[src/rtl/mmult_result_streamer.sv]
// mmult_result_streamer
// Collects one result vector of m words from the mmult engine, then drains it
// as an AXI4-Stream master. collect_ready tells the controller when a new run
// may start; overflow_err and count_err are sticky protocol-error flags.
module mmult_result_streamer #(
    parameter int width      = 8,
    parameter int m          = 64,
    parameter int axis_width = 32
) (
    input  logic                  clk,
    input  logic                  resetn,
    input  logic                  res_valid,
    input  logic [width-1:0]      res_data,
    input  logic                  res_all_done,
    output logic                  collect_ready,
    output logic                  M_AXIS_TVALID,
    output logic [axis_width-1:0] M_AXIS_TDATA,
    output logic                  M_AXIS_TLAST,
    input  logic                  M_AXIS_TREADY,
    output logic                  stream_done,
    output logic                  overflow_err,
    output logic                  count_err
);

    // Counter width holds the value m itself; index width addresses 0..m-1.
    localparam int CNT_W = $clog2(m) + 1;
    localparam int IDX_W = (m > 1) ? $clog2(m) : 1;

    localparam logic [CNT_W-1:0] M_CNT    = CNT_W'(m);
    localparam logic [CNT_W-1:0] M_LAST   = CNT_W'(m - 1);
    localparam logic [CNT_W-1:0] CNT_ZERO = CNT_W'(1'b0);
    localparam logic [CNT_W-1:0] CNT_ONE  = CNT_W'(1'b1);

    localparam logic [1:0] ST_COLLECT = 2'd0;
    localparam logic [1:0] ST_LOAD    = 2'd1;
    localparam logic [1:0] ST_STREAM  = 2'd2;

    // Result word placed in the low bits of the stream beat, upper bits zero.
    function automatic logic [axis_width-1:0] zext(input logic [width-1:0] word);
        zext = axis_width'(word);
    endfunction

    logic [width-1:0]      data_buf [m];

    logic [1:0]            state_r;
    logic [CNT_W-1:0]      count_r;
    logic [CNT_W-1:0]      rd_ptr_r;
    logic                  tvalid_r;
    logic [axis_width-1:0] tdata_r;
    logic                  tlast_r;
    logic                  stream_done_r;
    logic                  overflow_err_r;
    logic                  count_err_r;
    logic                  collect_ready_r;
    logic                  all_done_prev_r;

    logic                  capture_s;
    logic                  handshake_s;
    logic                  all_done_rise_s;
    logic                  overflow_set_s;
    logic                  count_err_set_s;
    logic [CNT_W-1:0]      count_inc_s;
    logic [CNT_W-1:0]      rd_inc_s;
    logic [IDX_W-1:0]      wr_idx_s;
    logic [IDX_W-1:0]      rd_idx_s;

    logic [1:0]            state_next_s;
    logic [CNT_W-1:0]      count_next_s;
    logic [CNT_W-1:0]      rd_ptr_next_s;
    logic                  tvalid_next_s;
    logic [axis_width-1:0] tdata_next_s;
    logic                  tlast_next_s;
    logic                  stream_done_next_s;

    assign capture_s       = (state_r == ST_COLLECT) && res_valid;
    assign handshake_s     = (state_r == ST_STREAM) && tvalid_r && M_AXIS_TREADY;
    assign all_done_rise_s = res_all_done && !all_done_prev_r;
    assign overflow_set_s  = res_valid && (state_r != ST_COLLECT);
    assign count_inc_s     = count_r + CNT_W'(capture_s);
    assign rd_inc_s        = rd_ptr_r + CNT_ONE;
    assign wr_idx_s        = count_r[IDX_W-1:0];
    assign rd_idx_s        = rd_inc_s[IDX_W-1:0];

    // A done rise is fine only if the full vector is in, counting a capture on the same edge.
    always_comb begin
        count_err_set_s = 1'b0;
        if (!all_done_rise_s) begin
            count_err_set_s = 1'b0;
        end else if (state_r == ST_COLLECT) begin
            count_err_set_s = (count_inc_s != M_CNT);
        end else begin
            count_err_set_s = (count_r != M_CNT);
        end
    end

    // Next-state and next-output computation for the collect/load/stream sequence.
    always_comb begin
        state_next_s       = state_r;
        count_next_s       = count_r;
        rd_ptr_next_s      = rd_ptr_r;
        tvalid_next_s      = tvalid_r;
        tdata_next_s       = tdata_r;
        tlast_next_s       = tlast_r;
        stream_done_next_s = 1'b0;
        case (state_r)
            ST_COLLECT: begin
                if (capture_s) begin
                    count_next_s = count_inc_s;
                    if (count_inc_s == M_CNT) begin
                        state_next_s = ST_LOAD;
                    end else begin
                        state_next_s = ST_COLLECT;
                    end
                end else begin
                    count_next_s = count_r;
                    state_next_s = ST_COLLECT;
                end
            end
            ST_LOAD: begin
                tvalid_next_s = 1'b1;
                tdata_next_s  = zext(data_buf[0]);
                tlast_next_s  = (M_CNT == CNT_ONE);
                rd_ptr_next_s = CNT_ZERO;
                state_next_s  = ST_STREAM;
            end
            ST_STREAM: begin
                if (!handshake_s) begin
                    state_next_s = ST_STREAM;
                end else if (tlast_r) begin
                    tvalid_next_s      = 1'b0;
                    tlast_next_s       = 1'b0;
                    stream_done_next_s = 1'b1;
                    count_next_s       = CNT_ZERO;
                    state_next_s       = ST_COLLECT;
                end else begin
                    // Present the next word on the same edge so a held-high TREADY sees no bubble.
                    rd_ptr_next_s = rd_inc_s;
                    tdata_next_s  = zext(data_buf[rd_idx_s]);
                    tlast_next_s  = (rd_inc_s == M_LAST);
                    state_next_s  = ST_STREAM;
                end
            end
            default: begin
                state_next_s  = ST_COLLECT;
                count_next_s  = CNT_ZERO;
                rd_ptr_next_s = CNT_ZERO;
                tvalid_next_s = 1'b0;
                tdata_next_s  = {axis_width{1'b0}};
                tlast_next_s  = 1'b0;
            end
        endcase
    end

    // Result storage; contents are meaningless after reset so it carries none.
    always_ff @(posedge clk) begin
        if (capture_s) begin
            data_buf[wr_idx_s] <= res_data;
        end
    end

    // State, counters, stream outputs and sticky error flags.
    always_ff @(posedge clk or negedge resetn) begin
        if (!resetn) begin
            state_r         <= ST_COLLECT;
            count_r         <= CNT_ZERO;
            rd_ptr_r        <= CNT_ZERO;
            tvalid_r        <= 1'b0;
            tdata_r         <= {axis_width{1'b0}};
            tlast_r         <= 1'b0;
            stream_done_r   <= 1'b0;
            overflow_err_r  <= 1'b0;
            count_err_r     <= 1'b0;
            collect_ready_r <= 1'b1;
            all_done_prev_r <= 1'b0;
        end else begin
            state_r         <= state_next_s;
            count_r         <= count_next_s;
            rd_ptr_r        <= rd_ptr_next_s;
            tvalid_r        <= tvalid_next_s;
            tdata_r         <= tdata_next_s;
            tlast_r         <= tlast_next_s;
            stream_done_r   <= stream_done_next_s;
            overflow_err_r  <= overflow_err_r | overflow_set_s;
            count_err_r     <= count_err_r | count_err_set_s;
            collect_ready_r <= (state_next_s == ST_COLLECT);
            all_done_prev_r <= res_all_done;
        end
    end

    assign collect_ready = collect_ready_r;
    assign M_AXIS_TVALID = tvalid_r;
    assign M_AXIS_TDATA  = tdata_r;
    assign M_AXIS_TLAST  = tlast_r;
    assign stream_done   = stream_done_r;
    assign overflow_err  = overflow_err_r;
    assign count_err     = count_err_r;

endmodule

[config.mk]
export PLATFORM = sky130hd
export DESIGN_NAME = mmult_result_streamer
export DESIGN_NICKNAME = d
export VERILOG_FILES = /design/src/rtl/mmult_result_streamer.sv
export SDC_FILE = /design/constraint.sdc
export NUM_CORES = 1
export LEC_CHECK = 0
export CELL_PAD_IN_SITES_DETAIL_PLACEMENT = 0
export CELL_PAD_IN_SITES_GLOBAL_PLACEMENT = 2
export CORE_UTILIZATION = 28
export DETAILED_ROUTE_END_ITERATION = 10
export GPL_ROUTABILITY_DRIVEN = 0
export HOLD_SLACK_MARGIN = 0.1
export PLACE_DENSITY_LB_ADDON = 0.15
export SLEW_MARGIN = 20
export SYNTH_ARGS = -nofsm -noshare
export SYNTH_HDL_FRONTEND = slang
export SYNTH_SLANG_ARGS = --single-unit
[constraint.sdc]
create_clock -name clk -period 3.2 [get_ports clk]
set_clock_uncertainty 0.1 [all_clocks]
set_input_delay 0.64 -clock clk [delete_from_list [all_inputs] [get_ports clk]]
set_output_delay 0.64 -clock clk [all_outputs]
set_load 0.1 [all_outputs]
==> impl_results.md <==
- Largest net degree at the start of global routing: 65
- Layout area overhead: 18.42%
- Post-synthesis sequential area ratio: 73.42%
- Total power: 14.57 mW
- Final ANT Viol Nets: 0
- Mapped Cells: 1220
- Post-CTS Setup Inserts: 0
- Final non-filler cell total: 2456
- Crit path arrival time: 3360 ps
- Final setup fails: 0
- Post-synth top area cell: edfxtp_1
- Fmax: 0.3354 GHz
- Via count: 11500
- Tot GR Track Use: 15.76%
- Worst setup path start: rd_ptr_r[0]$_DFFE_PN0P_
- Die width: between 200 and 300 microns
- Worst hold stages: 1
- GRT met2 Usage: 24.79%
- Avg Cell Area, Syn: ~18 sq um
- Worst-path fanout max: 45
- Synth Cell Area: 0.02200 sq mm
- Worst-case vdd ir drop: about 0.39 mV
- Share of post-route cells with drive strength above 1: 25.58%
- Clock buffer count from CTS: 59
- FF-to-FF Start: rd_ptr_r[0]$_DFFE_PN0P_
- Met1 GRT Util: roughly 23%
- CP endpoint kind: register
- Hold crit path type: reg -> reg
- First-pass GRT wire length: roughly 89 mm
- Routed wire per std cell: 25.09 microns
- Post-synth EDFFs: 512
- CTS max path bufs: 3
- Met3 usage: 2.486%
- Die height: 282.3 microns
- Slew at the pin closest to its max-slew limit: 847.5 ps
- Slew headroom: 43.50%
- Post-synth top area share: between 60% and 70%
- DRT Wirelength: approximately 62 mm
- 1st-iter DRT viols: roughly 800
- Synth top area cells: edfxtp_1, mux4_2, dfrtp_1
- Core box area: 0.07759 sq mm
- Hold EP: overflow_err$_DFF_PN0_
- DP Wirelength: ~41 mm
- Final Max Slew Viols: 0
- Remaining Overflow, GRT: 0
- Min Tclk post-route: between 2000 and 3000 ps
- RSZ-0062 raised after global routing: false
- Ys flop type: edfxtp_1
- Final Util: between 30 and 40%
- I/O Buffers: 26
- Cell Pwr Density: 559.1 mW/mm^2
- R2r endpoint: M_AXIS_TDATA[2]$_DFFE_PN0P_
- Residual DRC: 0
- Final Hold Fails: 0
- Post-route clock period utilization: 93.17%
- Number of antenna violations at the first check in global routing: 1
- Yosys warnings: 0
- Rows: a little over 100
- Vias in the first global route: 12000
- Startpoint types: register
- # IOs: 51
- Initial core utilization: 28.35%
- Hold Crit Start: overflow_err$_DFF_PN0_
- Worst-path clk slew: 60 ps
- Drt first pass iters: 5
- Asr flop ratio synth: 5.709%
- Max-Cap Viols: 0
- Multi-input logic area: approximately 0.0053 sq mm
- Vias per inst: 4.683
- Worst skew pair latency: 620 ps
- CTS sink cnt: roughly 540
- Yosys cell types: 59
- GR peak layer: met2
- Lkg Pwr: 8.384 nW
- Reg2Reg Depth: 9
- Placed cells: 2347
- Depth of the CTS H-tree: 2
- Fill cells: 7538
- Die area: between 0.07 and 0.08 sq mm
- CTS Root Cell: clkbuf_16
- Worst Setup Path Type: reg -> reg
- R2R Setup Slk: between 200 and 250 ps
- Post-layout net count: about 1400
- Sequential cell area: 0.01616 sq mm
- Synth Register Bits: 543
- Hold Slack: around 360 ps
- Crit path required time: 3580 ps
- Outcome: finished, final reports clean
- CTS tree: yes
-- report_power, final --
group	total (mW)	switching [mW]	internal, mW
Combinational	0.281	0.257	0.0239
Clock	6.52	2.75	3.76
Sequential	7.77	0.000107	7.77
Total	14.6	3.01	11.6
-- registers in the layout (all words and copies together), names as in the netlist --
signal,count
M_AXIS_TDATA,8
M_AXIS_TLAST,1
M_AXIS_TVALID,1
all_done_prev_r,1
collect_ready,1
count_err,1
count_r,7
data_buf,512
overflow_err,1
rd_ptr_r,7
state_r,2
stream_done,1
-- worst max path at each step --
stage                                        endpoint  cells after the start
after floorplan           M_AXIS_TDATA[0]$_DFFE_PN0P_                     13
final                     M_AXIS_TDATA[2]$_DFFE_PN0P_                      9
after global routing      M_AXIS_TDATA[2]$_DFFE_PN0P_                      9
after detailed placement  M_AXIS_TDATA[0]$_DFFE_PN0P_                      9
after CTS                 M_AXIS_TDATA[1]$_DFFE_PN0P_                      9
after global placement    M_AXIS_TDATA[0]$_DFFE_PN0P_                      9
-- cell type report --
cell class              count  share of cell area [%]
flip-flops and latches    543                   62.01
multi-input cells         589                   20.52
clock buffers              88                   6.167
repair buffers            157                   5.245
well taps                1040                   4.995
clock inverters            19                  0.7733
inverters                  19                  0.2738
diodes                      1                0.009606
-- kinds of logic (layout without fill, tap and decap cells) --
kind of cell	count (synthesis)	in the layout	synth area share, %
multiplexers	143	143	13.33
AO/OA/AOI/OAI	99	99	3.145
XOR/XNOR	8	8	0.4038
adder cells (fa/ha/maj)	8	8	0.4550
flip-flops	543	543	73.42
buffers and inverters	111	283	2.878
AND/OR/NAND/NOR	307	307	6.347
other	1	25	0.01705
-- synthesized netlist by cell type (2+ instances only) --
master,instances
a21o_1,3
a21oi_1,20
a22oi_1,8
a311oi_1,7
a31oi_1,2
a32oi_1,2
and2_1,3
and3_1,3
buf_1,4
buf_2,19
buf_4,37
buf_6,5
clkbuf_1,26
dfrtp_1,30
edfxtp_1,512
ha_1,8
inv_1,17
mux2i_1,23
mux4_2,120
nand2_1,123
nand2b_1,2
nand3_1,44
nand3b_1,4
nand4_1,3
nand4_2,3
nor2_1,73
nor2b_1,16
nor3_1,8
nor4_1,8
o2111a_1,7
o21ai_0,15
o21ai_1,2
o22ai_1,14
o311ai_0,4
o311ai_1,3
o31ai_1,4
or2_1,2
or2_2,5
or3_1,6
xnor2_1,5
xor2_1,2
-- cell usage in the layout, fill, tap and decap left out, types with 9 or more instances in the layout --
cell,n
nor2_1,73
mux2i_1,23
o22ai_1,14
clkbuf_1,28
clkbuf_16,60
nor2b_1,16
a21oi_1,20
mux4_2,120
clkinv_1,10
buf_12,16
nand2_1,123
conb_1,24
o21ai_0,15
inv_1,17
nand3_1,44
edfxtp_1,512
dfrtp_1,29
buf_2,9
buf_4,128
-- layer usage --
layer | up-vias | part of all wire, %
li1 | 5097 | -
met4 | 0 | 1.8
met1 | 6121 | 48
met3 | 70 | 4.0
met2 | 213 | 46
met5 | - | 0
-- through the flow --
| stage | area (sq um) | setup slack [ps] | setup TNS [ps] |
|---|---|---|---|
| finish | 26050 | 218.6 | 0 |
| global route | 26050 | 35.89 | 0 |
| CTS | 26040 | 33.77 | 0 |
| detailed placement | 24220 | -98.09 | -141.0 |
| global placement | 24220 | -83.71 | -83.71 |
| floorplan | 22080 | 35.13 | 0 |
-- critical path, stage by stage (launching register included) --
cell and delay [ps]:
dfrtp_4 450, buf_12 340, and3_4 330, xnor2_4 130, buf_12 240, mux2i_1 320
o22ai_1 180, o311ai_1 440, buf_4 180, a311oi_1 80
-- timing repair --
item,4_1_cts,5_1_grt
resized for setup,2,2
endpoints found under the hold margin,30,0
gates cloned,0,0
endpoints found under the setup margin,2,2
hold buffers,1,0
No activity file was read; power rests on OpenSTA's default activity.
